**config.mk**
```make
export PLATFORM = sky130hd
export DESIGN_NAME = spi_flash_responder
export DESIGN_NICKNAME = d
export VERILOG_FILES = /design/src/rtl/spi_flash_pkg.sv /design/src/rtl/spi_input_sync.sv /design/src/rtl/spi_flash_responder.sv
export SDC_FILE = /design/constraint.sdc
export NUM_CORES = 1
export LEC_CHECK = 0
export ABC_AREA = 1
export ABC_CLOCK_PERIOD_IN_PS = 1600
export CORE_UTILIZATION = 50
export DETAILED_ROUTE_END_ITERATION = 12
export GPL_TIMING_DRIVEN = 0
export PLACE_DENSITY = 0.73
export SLEW_MARGIN = 10
export SYNTH_ARGS = -nofsm -noshare
export SYNTH_HDL_FRONTEND = slang
export SYNTH_SLANG_ARGS = --single-unit
```
**constraint.sdc**
```tcl
create_clock -name clock -period 1.6 [get_ports clock]
set_input_delay 0.32 -clock clock [delete_from_list [all_inputs] [get_ports clock]]
set_output_delay 0.32 -clock clock [all_outputs]
set_load 0.05 [all_outputs]
```
**src/rtl/spi_flash_pkg.sv**
```systemverilog
// Shared definitions for the SPI NOR flash responder and the instruction-fetch flash reader:
// opcodes, responder FSM states and the JEDEC ID byte selector.
package spi_flash_pkg;

  localparam logic [7:0] CMD_READ  = 8'h03;
  localparam logic [7:0] CMD_RDSR  = 8'h05;
  localparam logic [7:0] CMD_JEDEC = 8'h9F;

  localparam int unsigned CMD_BITS  = 8;
  localparam int unsigned ADDR_BITS_ON_WIRE = 24;

  typedef enum logic [2:0] {
    ST_IDLE,
    ST_CMD,
    ST_ADDR,
    ST_FETCH,
    ST_DATA,
    ST_ID,
    ST_STAT,
    ST_IGNORE
  } state_e;

  // Index 0..2 selects ID bytes MSB-first; anything past the ID reads as zero.
  function automatic logic [7:0] id_byte(input logic [23:0] id, input logic [1:0] idx);
    logic [7:0] b;
    case (idx)
      2'd0:    b = id[23:16];
      2'd1:    b = id[15:8];
      2'd2:    b = id[7:0];
      default: b = 8'h00;
    endcase
    return b;
  endfunction

endpackage

```
**src/rtl/spi_input_sync.sv**
```systemverilog
// Brings SCK, CS# and MOSI into the system clock domain and derives SCK edge pulses.
module spi_input_sync (
  input  logic clock,
  input  logic reset_n,
  input  logic sck_i,
  input  logic cs_n_i,
  input  logic mosi_i,
  output logic sck_rise_o,
  output logic sck_fall_o,
  output logic cs_n_o,
  output logic mosi_o
);

  logic sck_meta_q, sck_sync_q, sck_prev_q;
  logic cs_meta_q, cs_sync_q;
  logic mosi_meta_q, mosi_sync_q;

  // Presets model an idle bus: SCK low, CS# deasserted.
  always_ff @(posedge clock or negedge reset_n) begin
    if (!reset_n) begin
      sck_meta_q  <= 1'b0;
      sck_sync_q  <= 1'b0;
      sck_prev_q  <= 1'b0;
      cs_meta_q   <= 1'b1;
      cs_sync_q   <= 1'b1;
      mosi_meta_q <= 1'b0;
      mosi_sync_q <= 1'b0;
    end else begin
      sck_meta_q  <= sck_i;
      sck_sync_q  <= sck_meta_q;
      sck_prev_q  <= sck_sync_q;
      cs_meta_q   <= cs_n_i;
      cs_sync_q   <= cs_meta_q;
      mosi_meta_q <= mosi_i;
      mosi_sync_q <= mosi_meta_q;
    end
  end

  assign sck_rise_o = sck_sync_q & ~sck_prev_q;
  assign sck_fall_o = ~sck_sync_q & sck_prev_q;
  assign cs_n_o     = cs_sync_q;
  assign mosi_o     = mosi_sync_q;

endmodule

```
**src/rtl/spi_flash_responder.sv**
```systemverilog
// SPI mode-0 responder emulating a serial NOR flash (READ, RDSR, JEDEC ID),
// serving READ data from a byte-wide memory port with a one-byte prefetch.
module spi_flash_responder
  import spi_flash_pkg::*;
#(
  parameter int unsigned ADDR_BITS = 12,
  parameter logic [23:0] JEDEC_ID  = 24'hEF4017,
  parameter logic [7:0]  STATUS    = 8'h00
) (
  input  logic                 clock,
  input  logic                 reset_n,
  input  logic                 spi_clk,
  input  logic                 spi_cs_n,
  input  logic                 spi_mosi,
  output logic                 spi_miso,
  output logic                 mem_rd,
  output logic [ADDR_BITS-1:0] mem_addr,
  input  logic [7:0]           mem_rdata,
  output logic                 busy,
  output logic [7:0]           last_cmd
);

  localparam int unsigned SHIFT_W = (ADDR_BITS > 8) ? ADDR_BITS - 1 : 7;
  localparam logic [ADDR_BITS-1:0] ADDR_ONE = {{(ADDR_BITS-1){1'b0}}, 1'b1};

  logic sck_rise, sck_fall, cs_n_s, mosi_s;

  spi_input_sync u_sync (
    .clock      (clock),
    .reset_n    (reset_n),
    .sck_i      (spi_clk),
    .cs_n_i     (spi_cs_n),
    .mosi_i     (spi_mosi),
    .sck_rise_o (sck_rise),
    .sck_fall_o (sck_fall),
    .cs_n_o     (cs_n_s),
    .mosi_o     (mosi_s)
  );

  state_e               state_q;
  logic [4:0]           bit_cnt_q;
  logic [SHIFT_W-1:0]   shift_in_q;
  logic [7:0]           shift_out_q;
  logic [7:0]           pref_q;
  logic                 pref_valid_q;
  logic [2:0]           out_cnt_q;
  logic                 byte_done_q;
  logic [1:0]           id_idx_q;
  logic                 rd_pend_q;
  logic [1:0]           settle_q;
  logic                 armed_q;
  logic                 miso_q;
  logic                 mem_rd_q;
  logic [ADDR_BITS-1:0] mem_addr_q;
  logic                 busy_q;
  logic [7:0]           last_cmd_q;

  logic [7:0]           cmd_byte_d;
  logic [ADDR_BITS-1:0] addr_d;
  logic [7:0]           next_byte_d;
  logic [7:0]           out_byte_d;

  assign cmd_byte_d = {shift_in_q[6:0], mosi_s};
  assign addr_d     = {shift_in_q[ADDR_BITS-2:0], mosi_s};

  always_comb begin
    next_byte_d = 8'h00;
    unique case (state_q)
      ST_DATA: next_byte_d = pref_valid_q ? pref_q : 8'h00;
      ST_ID:   next_byte_d = id_byte(JEDEC_ID, id_idx_q);
      ST_STAT: next_byte_d = STATUS;
      default: next_byte_d = 8'h00;
    endcase
  end

  // A new byte is swapped in on the fall after bit 0 of the previous one went out.
  assign out_byte_d = byte_done_q ? next_byte_d : shift_out_q;

  // Transfers only start once CS# has been seen high after reset (settle_q waits out the sync presets).
  always_ff @(posedge clock or negedge reset_n) begin
    if (!reset_n) begin
      state_q      <= ST_IDLE;
      bit_cnt_q    <= '0;
      shift_in_q   <= '0;
      shift_out_q  <= '0;
      pref_q       <= '0;
      pref_valid_q <= 1'b0;
      out_cnt_q    <= '0;
      byte_done_q  <= 1'b0;
      id_idx_q     <= '0;
      rd_pend_q    <= 1'b0;
      settle_q     <= '0;
      armed_q      <= 1'b0;
      miso_q       <= 1'b0;
      mem_rd_q     <= 1'b0;
      mem_addr_q   <= '0;
      busy_q       <= 1'b0;
      last_cmd_q   <= '0;
    end else begin
      mem_rd_q  <= 1'b0;
      rd_pend_q <= mem_rd_q;
      busy_q    <= armed_q & ~cs_n_s;
      if (settle_q != 2'd3) begin
        settle_q <= settle_q + 2'd1;
      end
      if (settle_q == 2'd3 && cs_n_s) begin
        armed_q <= 1'b1;
      end

      if (cs_n_s) begin
        state_q      <= ST_IDLE;
        miso_q       <= 1'b0;
        bit_cnt_q    <= '0;
        out_cnt_q    <= '0;
        byte_done_q  <= 1'b0;
        pref_valid_q <= 1'b0;
        id_idx_q     <= '0;
      end else begin
        unique case (state_q)
          ST_IDLE: begin
            if (armed_q) begin
              state_q   <= ST_CMD;
              bit_cnt_q <= '0;
            end
          end

          ST_CMD: begin
            if (sck_rise) begin
              shift_in_q <= {shift_in_q[SHIFT_W-2:0], mosi_s};
              bit_cnt_q  <= bit_cnt_q + 5'd1;
              if (bit_cnt_q == 5'(CMD_BITS - 1)) begin
                last_cmd_q  <= cmd_byte_d;
                bit_cnt_q   <= '0;
                out_cnt_q   <= '0;
                byte_done_q <= 1'b0;
                case (cmd_byte_d)
                  CMD_READ: state_q <= ST_ADDR;
                  CMD_JEDEC: begin
                    state_q     <= ST_ID;
                    shift_out_q <= id_byte(JEDEC_ID, 2'd0);
                    id_idx_q    <= 2'd1;
                  end
                  CMD_RDSR: begin
                    state_q     <= ST_STAT;
                    shift_out_q <= STATUS;
                  end
                  default: state_q <= ST_IGNORE;
                endcase
              end
            end
          end

          ST_ADDR: begin
            if (sck_rise) begin
              shift_in_q <= {shift_in_q[SHIFT_W-2:0], mosi_s};
              bit_cnt_q  <= bit_cnt_q + 5'd1;
              if (bit_cnt_q == 5'(ADDR_BITS_ON_WIRE - 1)) begin
                mem_addr_q <= addr_d;
                mem_rd_q   <= 1'b1;
                state_q    <= ST_FETCH;
              end
            end
          end

          ST_FETCH: begin
            if (rd_pend_q) begin
              shift_out_q <= mem_rdata;
              mem_addr_q  <= mem_addr_q + ADDR_ONE;
              mem_rd_q    <= 1'b1;
              state_q     <= ST_DATA;
            end
          end

          ST_DATA, ST_ID, ST_STAT: begin
            if (state_q == ST_DATA && rd_pend_q) begin
              pref_q       <= mem_rdata;
              pref_valid_q <= 1'b1;
            end
            if (sck_fall) begin
              miso_q      <= out_byte_d[7];
              shift_out_q <= {out_byte_d[6:0], 1'b0};
              out_cnt_q   <= out_cnt_q + 3'd1;
              byte_done_q <= (out_cnt_q == 3'd7);
              if (byte_done_q) begin
                if (state_q == ST_DATA) begin
                  pref_valid_q <= 1'b0;
                  mem_addr_q   <= mem_addr_q + ADDR_ONE;
                  mem_rd_q     <= 1'b1;
                end
                if (state_q == ST_ID && id_idx_q != 2'd3) begin
                  id_idx_q <= id_idx_q + 2'd1;
                end
              end
            end
          end

          ST_IGNORE: miso_q <= 1'b0;

          default: state_q <= ST_IDLE;
        endcase
      end
    end
  end

  assign spi_miso = miso_q;
  assign mem_rd   = mem_rd_q;
  assign mem_addr = mem_addr_q;
  assign busy     = busy_q;
  assign last_cmd = last_cmd_q;

endmodule

```
Word level (Yosys, flattened, before mapping)

Cells that the tools add are included.

Input port bits: 13
Word-level logic and storage cells: 163
Output and inout port bits: 23
Register bits: 76

Add/subtract/negate cells: 5
Eq/ne operators: 37
Reduce and logical (&&, ||, !) cells: 24
Mux-type cells: 67
Bitwise operators: 6

Operator list:

| operator                                                                 | count |
|---|---|
| 12-bit 2-to-1 mux                                                        | 6 |
| 8-bit 2-to-1 mux                                                         | 6 |
| 8-bit case mux with 3 select lines                                       | 2 |
| 12-bit case mux with 3 select lines                                      | 1 |
| 3-bit 2-to-1 mux                                                         | 11 |
| 8-bit case mux with 2 select lines                                       | 2 |
| 3-bit by 2-bit inequality test with 1-bit output (second input constant) | 10 |
| 5-bit 2-to-1 mux                                                         | 5 |
| 7-bit AND reduction                                                      | 3 |
| 2-bit inequality test (second input constant)                            | 10 |
| 1-bit 2-to-1 mux                                                         | 19 |
| 3-bit == test (second input constant)                                    | 5 |
| 5-bit case mux with 3 select lines                                       | 1 |
| 2-bit 2-to-1 mux                                                         | 7 |
| 12-bit by 1-bit adder with 12-bit output (second input constant)         | 1 |
| 3-bit case mux with 4 select lines                                       | 1 |
| 4-bit AND reduction                                                      | 3 |
| 3-bit nonzero test                                                       | 4 |
| 3-bit case mux with 3 select lines                                       | 1 |
| 8-bit by 2-bit == test with 1-bit output (second input constant)         | 1 |
| 8-bit by 3-bit == test with 1-bit output (second input constant)         | 1 |
| 8-bit == test (second input constant)                                    | 1 |
| 8-bit AND reduction                                                      | 1 |
| 3-bit by 2-bit == test with 1-bit output (second input constant)         | 2 |
| 25 further kinds                                                         | 35 |

Longest topological paths before layout

Word-level depth: 8
Depth in mapped cells: 11
Depth with buffers taken out: 11

By module

A second synthesis with hierarchy kept.

Cells, all modules: 530
Area, all modules: 4,297.9 µm²

By module, submodules not included:

| module              | instances | area an instance (µm²) | sequential area each (µm²) | cells each |
|---|---|---|---|---|
| spi_flash_responder | 1         | 4,105.2                | 1,726.7                    | 519 |
| spi_input_sync      | 1         | 192.7                  | 177.7                      | 11 |

Least setup slack after synthesis

OpenSTA, ideal clock, no wires.

Kind: reg2reg
Start point: register mem_addr_q[1] (netlist: mem_addr[1])
End point: register mem_addr_q[10] (netlist: mem_addr[10])
Library setup time: 0.066 ns
Cell stages (with the launch flop): 10
Slack: -0.058 ns
Buffers on the path: 0
Clock period less this slack: 1.658 ns
Arrival time: 1.592 ns
Data required time: 1.534 ns
Cell sequence: dfrtp_1 -> ha_1 -> nand2_1 -> nor2_1 -> nand2_1 -> o21bai_1 -> nand3_1 -> nand2_1 -> nand2_1 -> nand2_1

Word-level cells in the longest chain between the ends: 5
Elaborated cells between the ends (all ways): 6
Those cells by class: add/sub (1); mux (5)

Ends and longest elaborated chain:

| item                                         | line                                                   | source |
|---|---|---|
| start, declared                              | spi_flash_responder.sv:54                              | `logic [ADDR_BITS-1:0] mem_addr_q;` |
| start signal, assigned                       | spi_flash_responder.sv:158                             | `mem_addr_q <= addr_d;` |
| start signal, assigned                       | spi_flash_responder.sv:168                             | `mem_addr_q <= mem_addr_q + ADDR_ONE;` |
| start signal, assigned                       | spi_flash_responder.sv:187                             | `mem_addr_q <= mem_addr_q + ADDR_ONE;` |
| 12-bit by 1-bit adder with 12-bit output (*) | spi_flash_responder.sv:168, spi_flash_responder.sv:187 |  |
| 12-bit 2-to-1 mux                            | spi_flash_responder.sv:185                             | `if (state_q == ST_DATA) begin` |
| 12-bit 2-to-1 mux                            | spi_flash_responder.sv:184                             | `if (byte_done_q) begin` |
| 12-bit 2-to-1 mux                            | spi_flash_responder.sv:179                             | `if (sck_fall) begin` |
| 12-bit case mux with 3 select lines (*)      | spi_flash_responder.sv:119                             | `unique case (state_q)` |

Mark *: on every way between the ends. The rest lies on a longest branch, timed or not. The select of a mux whose other input is x is not followed.
A chain may end at the register's enable or synchronous reset.

Worst setup path in the final report

Start point: register bit_cnt_q[1]
End point: register last_cmd_q[5] (netlist: last_cmd[5])

Word-level cells in the longest chain between the ends: 2

Ends and longest elaborated chain:

| item                                     | line                       | source |
|---|---|---|
| start, declared                          | spi_flash_responder.sv:41  | `logic [4:0] bit_cnt_q;` |
| start signal, assigned                   | spi_flash_responder.sv:130 | `bit_cnt_q <= bit_cnt_q + 5'd1;` |
| start signal, assigned                   | spi_flash_responder.sv:156 | `bit_cnt_q <= bit_cnt_q + 5'd1;` |
| 5-bit by 3-bit == test with 1-bit output | spi_flash_responder.sv:131 | `if (bit_cnt_q == 5'(CMD_BITS - 1)) begin` |
| 4-bit AND reduction (no line)            | n/a                        |  |
| end signal, assigned                     | spi_flash_responder.sv:132 | `last_cmd_q <= cmd_byte_d;` |
| end, declared                            | spi_flash_responder.sv:56  | `logic [7:0] last_cmd_q;` |

No other way between the ends.

==> results.txt <==
The flow ran to the end, but the final reports show violations. The final reports fail on setup timing. The initial utilization of the core area, before any placement, comes to 0.513. The most frequently used flop master after synthesis is dfrtp_1. The headroom to the max-slew limit came out at 0.660. Synthesis produced 545 cells. Subtracting the final worst setup slack from the clock period gives 1620 ps.

The global placer's final weighted congestion came out at 0.853. The total nets after synthesis came out at 568. The clock-pin slew on the worst setup and hold paths is 90 ps.

The setup skew after layout is 12.2 ps. Based on the critical path, the design can be clocked at up to 618 MHz. The internal power contribution is 3.86 mW.

The sequential fraction of the synthesis area came out at 0.454. The routed wire length is 10200 um. The detailed placer's ending HPWL is 6890 um. The max-slew violation count is 0. Measured along the y axis, the die boundary spans 93.6 um. The depth of the worst register-to-register path is 8. Dividing the final minimum period by the clock period gives 1.01.

The area inside the core boundary is 8180 um2. Entering global routing, the biggest net connects 41 pins. The most critical setup path has its endpoint at last_cmd[5].

The fraction of final layout cells sized beyond drive strength 1 came out at 0.261. The die width is 93.6 um. The worst setup slack for register-to-register paths came out at -20 ps. The die covers 8760 um2. The worst setup path is of the reg2reg kind. The number of placement rows came out at 33. The met1 routed wirelength after detailed routing is 4420 um. The residual overflow from global routing is 0.

Once layout is complete, the utilization of the core stands at 0.639. Counting instances in the post-synthesis netlist gives the leading cell types as nand2_1 (194), dfrtp_1 (74), nor2_1 (49), inv_1 (44), nand3_1 (38). The count of unresolved DRC violations after routing is 0. The met2 routed wirelength is 5110 um. Summed over all instances, the cell type with the most area after synthesis is dfrtp_1.

The average cell area after synthesis came out at 7.69 um2. The total of warnings raised by yosys is 0. The total met3 wirelength after detailed routing is 530 um. The worst hold path belongs to the class reg2reg. Of the total power, the share spent switching nets is 0.407. The transition at the pin with the smallest max-transition slack came out at 510 ps. Setup repair after global routing could not meet its margin everywhere. The critical path endpoint category is a register. The detailed router finished its first iteration with 253 violations. The portion of synthesized cell area occupied by the leading cell type came out at 0.442. The total of max-cap violations is 0. The total via count after detailed routing came out at 3840.

Pin placement for this block handled 36 I/O pins. Signal routing reaches up to met4. The buffer cell driving the clock tree root is clkbuf_8. For this run, asynchronously set or reset flops after synthesis account for 1.00.

The critical path starts at bit_cnt_q[1]. The register share of total power came out at 0.377. The initial antenna violation count was 0. The tree built by TritonCTS fans out to 76 sinks. The final routed wire length divided by cell count is 14.3 um. The number of inserted diodes is 0. The standby leakage power is 2.49 nW.

The net switching power came out at 2.65 mW. The reg-to-reg endpoint is last_cmd[5]. Setup violations remaining at the end of the flow were counted as 8. The synthesized netlist contains 41 unique library cells. The most frequent cell after synthesis is nand2_1. The average vias per placed instance came out at 5.37. The hold violation count in the final report is 0. The worst setup slack after layout came out at -17.5 ps. After synthesis the netlist holds a flip-flop and latch count of 76.

Data on the critical path arrives at its endpoint at 1870 ps. The final hold slack is 359 ps. The share of total power dissipated in the clock network is 0.224.

The number of nets with antenna violations after detailed routing is 0. The worst-case IR drop observed on VDD is 0.570 mV. After synthesis, the cell types taking the most area are dfrtp_1 (44%), nand2_1 (17%), nand3_1 (4.5%), nor2_1 (4.4%), inv_1 (3.9%). TritonCTS built the clock tree.

The first global-routing pass estimated 16600 um of wire. The number of levels in the clock H-tree came out at 3. The count of buffers added on input and output ports is 35.

STA classifies the critical path startpoint as a register. The area added between synthesis and finish is 24.7%. The clock latency of the later-clocked register in the worst-skew pair came out at 360 ps. At the end of the flow, the number of nets in the layout was 628. The global router's overall resource usage came out at 0.244. The power share of the combinational group came out at 0.399. The total power density per cell area is 1240 nW/um2. The first-pass iteration count of the detailed router came out at 5.

The required time of the critical path came out at 1850 ps. The source of the worst register-to-register timing path is bit_cnt_q[1]. TritonCTS created 9 clock buffers. The via count of the first global-routing pass is 3695.

The netlist area before placement is 4190 um2. The number of enable-type register cells in the synthesized netlist is 0. Along the worst path, the maximum fanout reaches 10. The clock passes through at most 2 buffers.
[worst min path at each step]
stage	startpoint	end	slack (ps)	cells past startpoint
after CTS	spi_cs_n	u_sync.cs_meta_q	360	1
after floorplan	reset_n	armed_q	20	0
final	u_sync.cs_meta_q	u_sync.cs_n_o	360	0
after detailed placement	reset_n	out_cnt_q[2]	320	1
after global routing	spi_cs_n	u_sync.cs_meta_q	350	1
after global placement	u_sync.mosi_meta_q	u_sync.mosi_o	330	0
[power by group through the flow]
stage	registers, mW	clock network, mW	logic, mW
after floorplan	2.45	0	1.60
after global placement	2.44	0	2.09
after detailed placement	2.46	0	2.15
after CTS	2.42	1.48	2.36
after global routing	2.48	1.57	2.90
final	2.45	1.46	2.59
[cell type report]
cell class / instances / area [um2]
Buffer: 13 / 110
Clock buffer: 10 / 128
Clock inverter: 6 / 63.8
Fill cell: 690 / 2950
Inverter: 51 / 204
Multi-Input combinational cell: 405 / 2250
Sequential cell: 76 / 1910
Tap cell: 105 / 131
Timing Repair Buffer: 49 / 437
[logic make-up (layout without fill, tap and decap cells)]
logic type,Yosys count,in the layout,share of synthesized area
buf+inv,65,129,0.0660
fa+ha+maj,10,10,0.0298
simple gates,320,321,0.336
xor+xnor,5,5,0.0104
mux,9,9,0.0242
flops,76,76,0.454
compound gates,60,60,0.0797
[per-layer routing]
metal / track usage / up-vias
li1: - / 1870
met1: 0.305 / 1848
met2: 0.420 / 105
met3: 0.0593 / 17
met4: 0.0692 / 0
met5: 0 / -
[sequential cells by signal, summed over array words and instances (netlist names), 2 cells and up]
register and flops:
pref_q 8, state_q 3, mem_addr 12, shift_out_q 8
shift_in_q 11, settle_q 2, id_idx_q 2, out_cnt_q 3
last_cmd 8, bit_cnt_q 5
[repair_timing]
item,4_1_cts,5_1_grt
pin swaps,7,11
hold buffers,1,0
setup buffers,5,7
setup endpoints to repair,85,73
resized for setup,72,78
endpoints found under the hold margin,36,0
gates cloned,0,1
[per-stage QoR]
stage | cells | cell area [um2] | setup slack [ps] | power (mW) | TNS [ps]
6_report | 715 | 5230 | -17.5 | 6.51 | -77.3
5_1_grt | 715 | 5230 | -69.8 | 6.95 | -1370
4_1_cts | 707 | 5020 | -15.3 | 6.27 | -37.6
3_5_place_dp | 686 | 4690 | -186 | 4.61 | -7270
3_3_place_gp | 685 | 4680 | -2750 | 4.52 | -191690
2_1_floorplan | 545 | 4200 | 63.9 | 4.04 | 0
[layout by cell type, fill, tap and decap left out, types with 6 or more instances in the layout]
cell and instances:
a21oi_1 8, buf_4 12, buf_6 6, clkbuf_2 12
clkbuf_8 9, clkdlybuf4s15_2 8, clkdlybuf4s50_1 11, dfrtp_1 71
ha_1 8, inv_1 35, inv_2 13, mux2_2 9
nand2_1 177, nand2_2 22, nand3_1 33, nor2_1 42
nor2_2 6, nor2_4 11, o21ai_0 25, o21ai_1 9
o21ai_2 8
[critical path, cell delays in order (launching register included)]
cell and delay [ps]:
dfrtp_1 430, ha_4 180, nand2_4 80, nor2_4 130, nand3_2 120, nand3b_1 270
buf_6 200, nand2_1 50, o21ai_1 60
No activity file was read; power rests on OpenSTA's default activity.
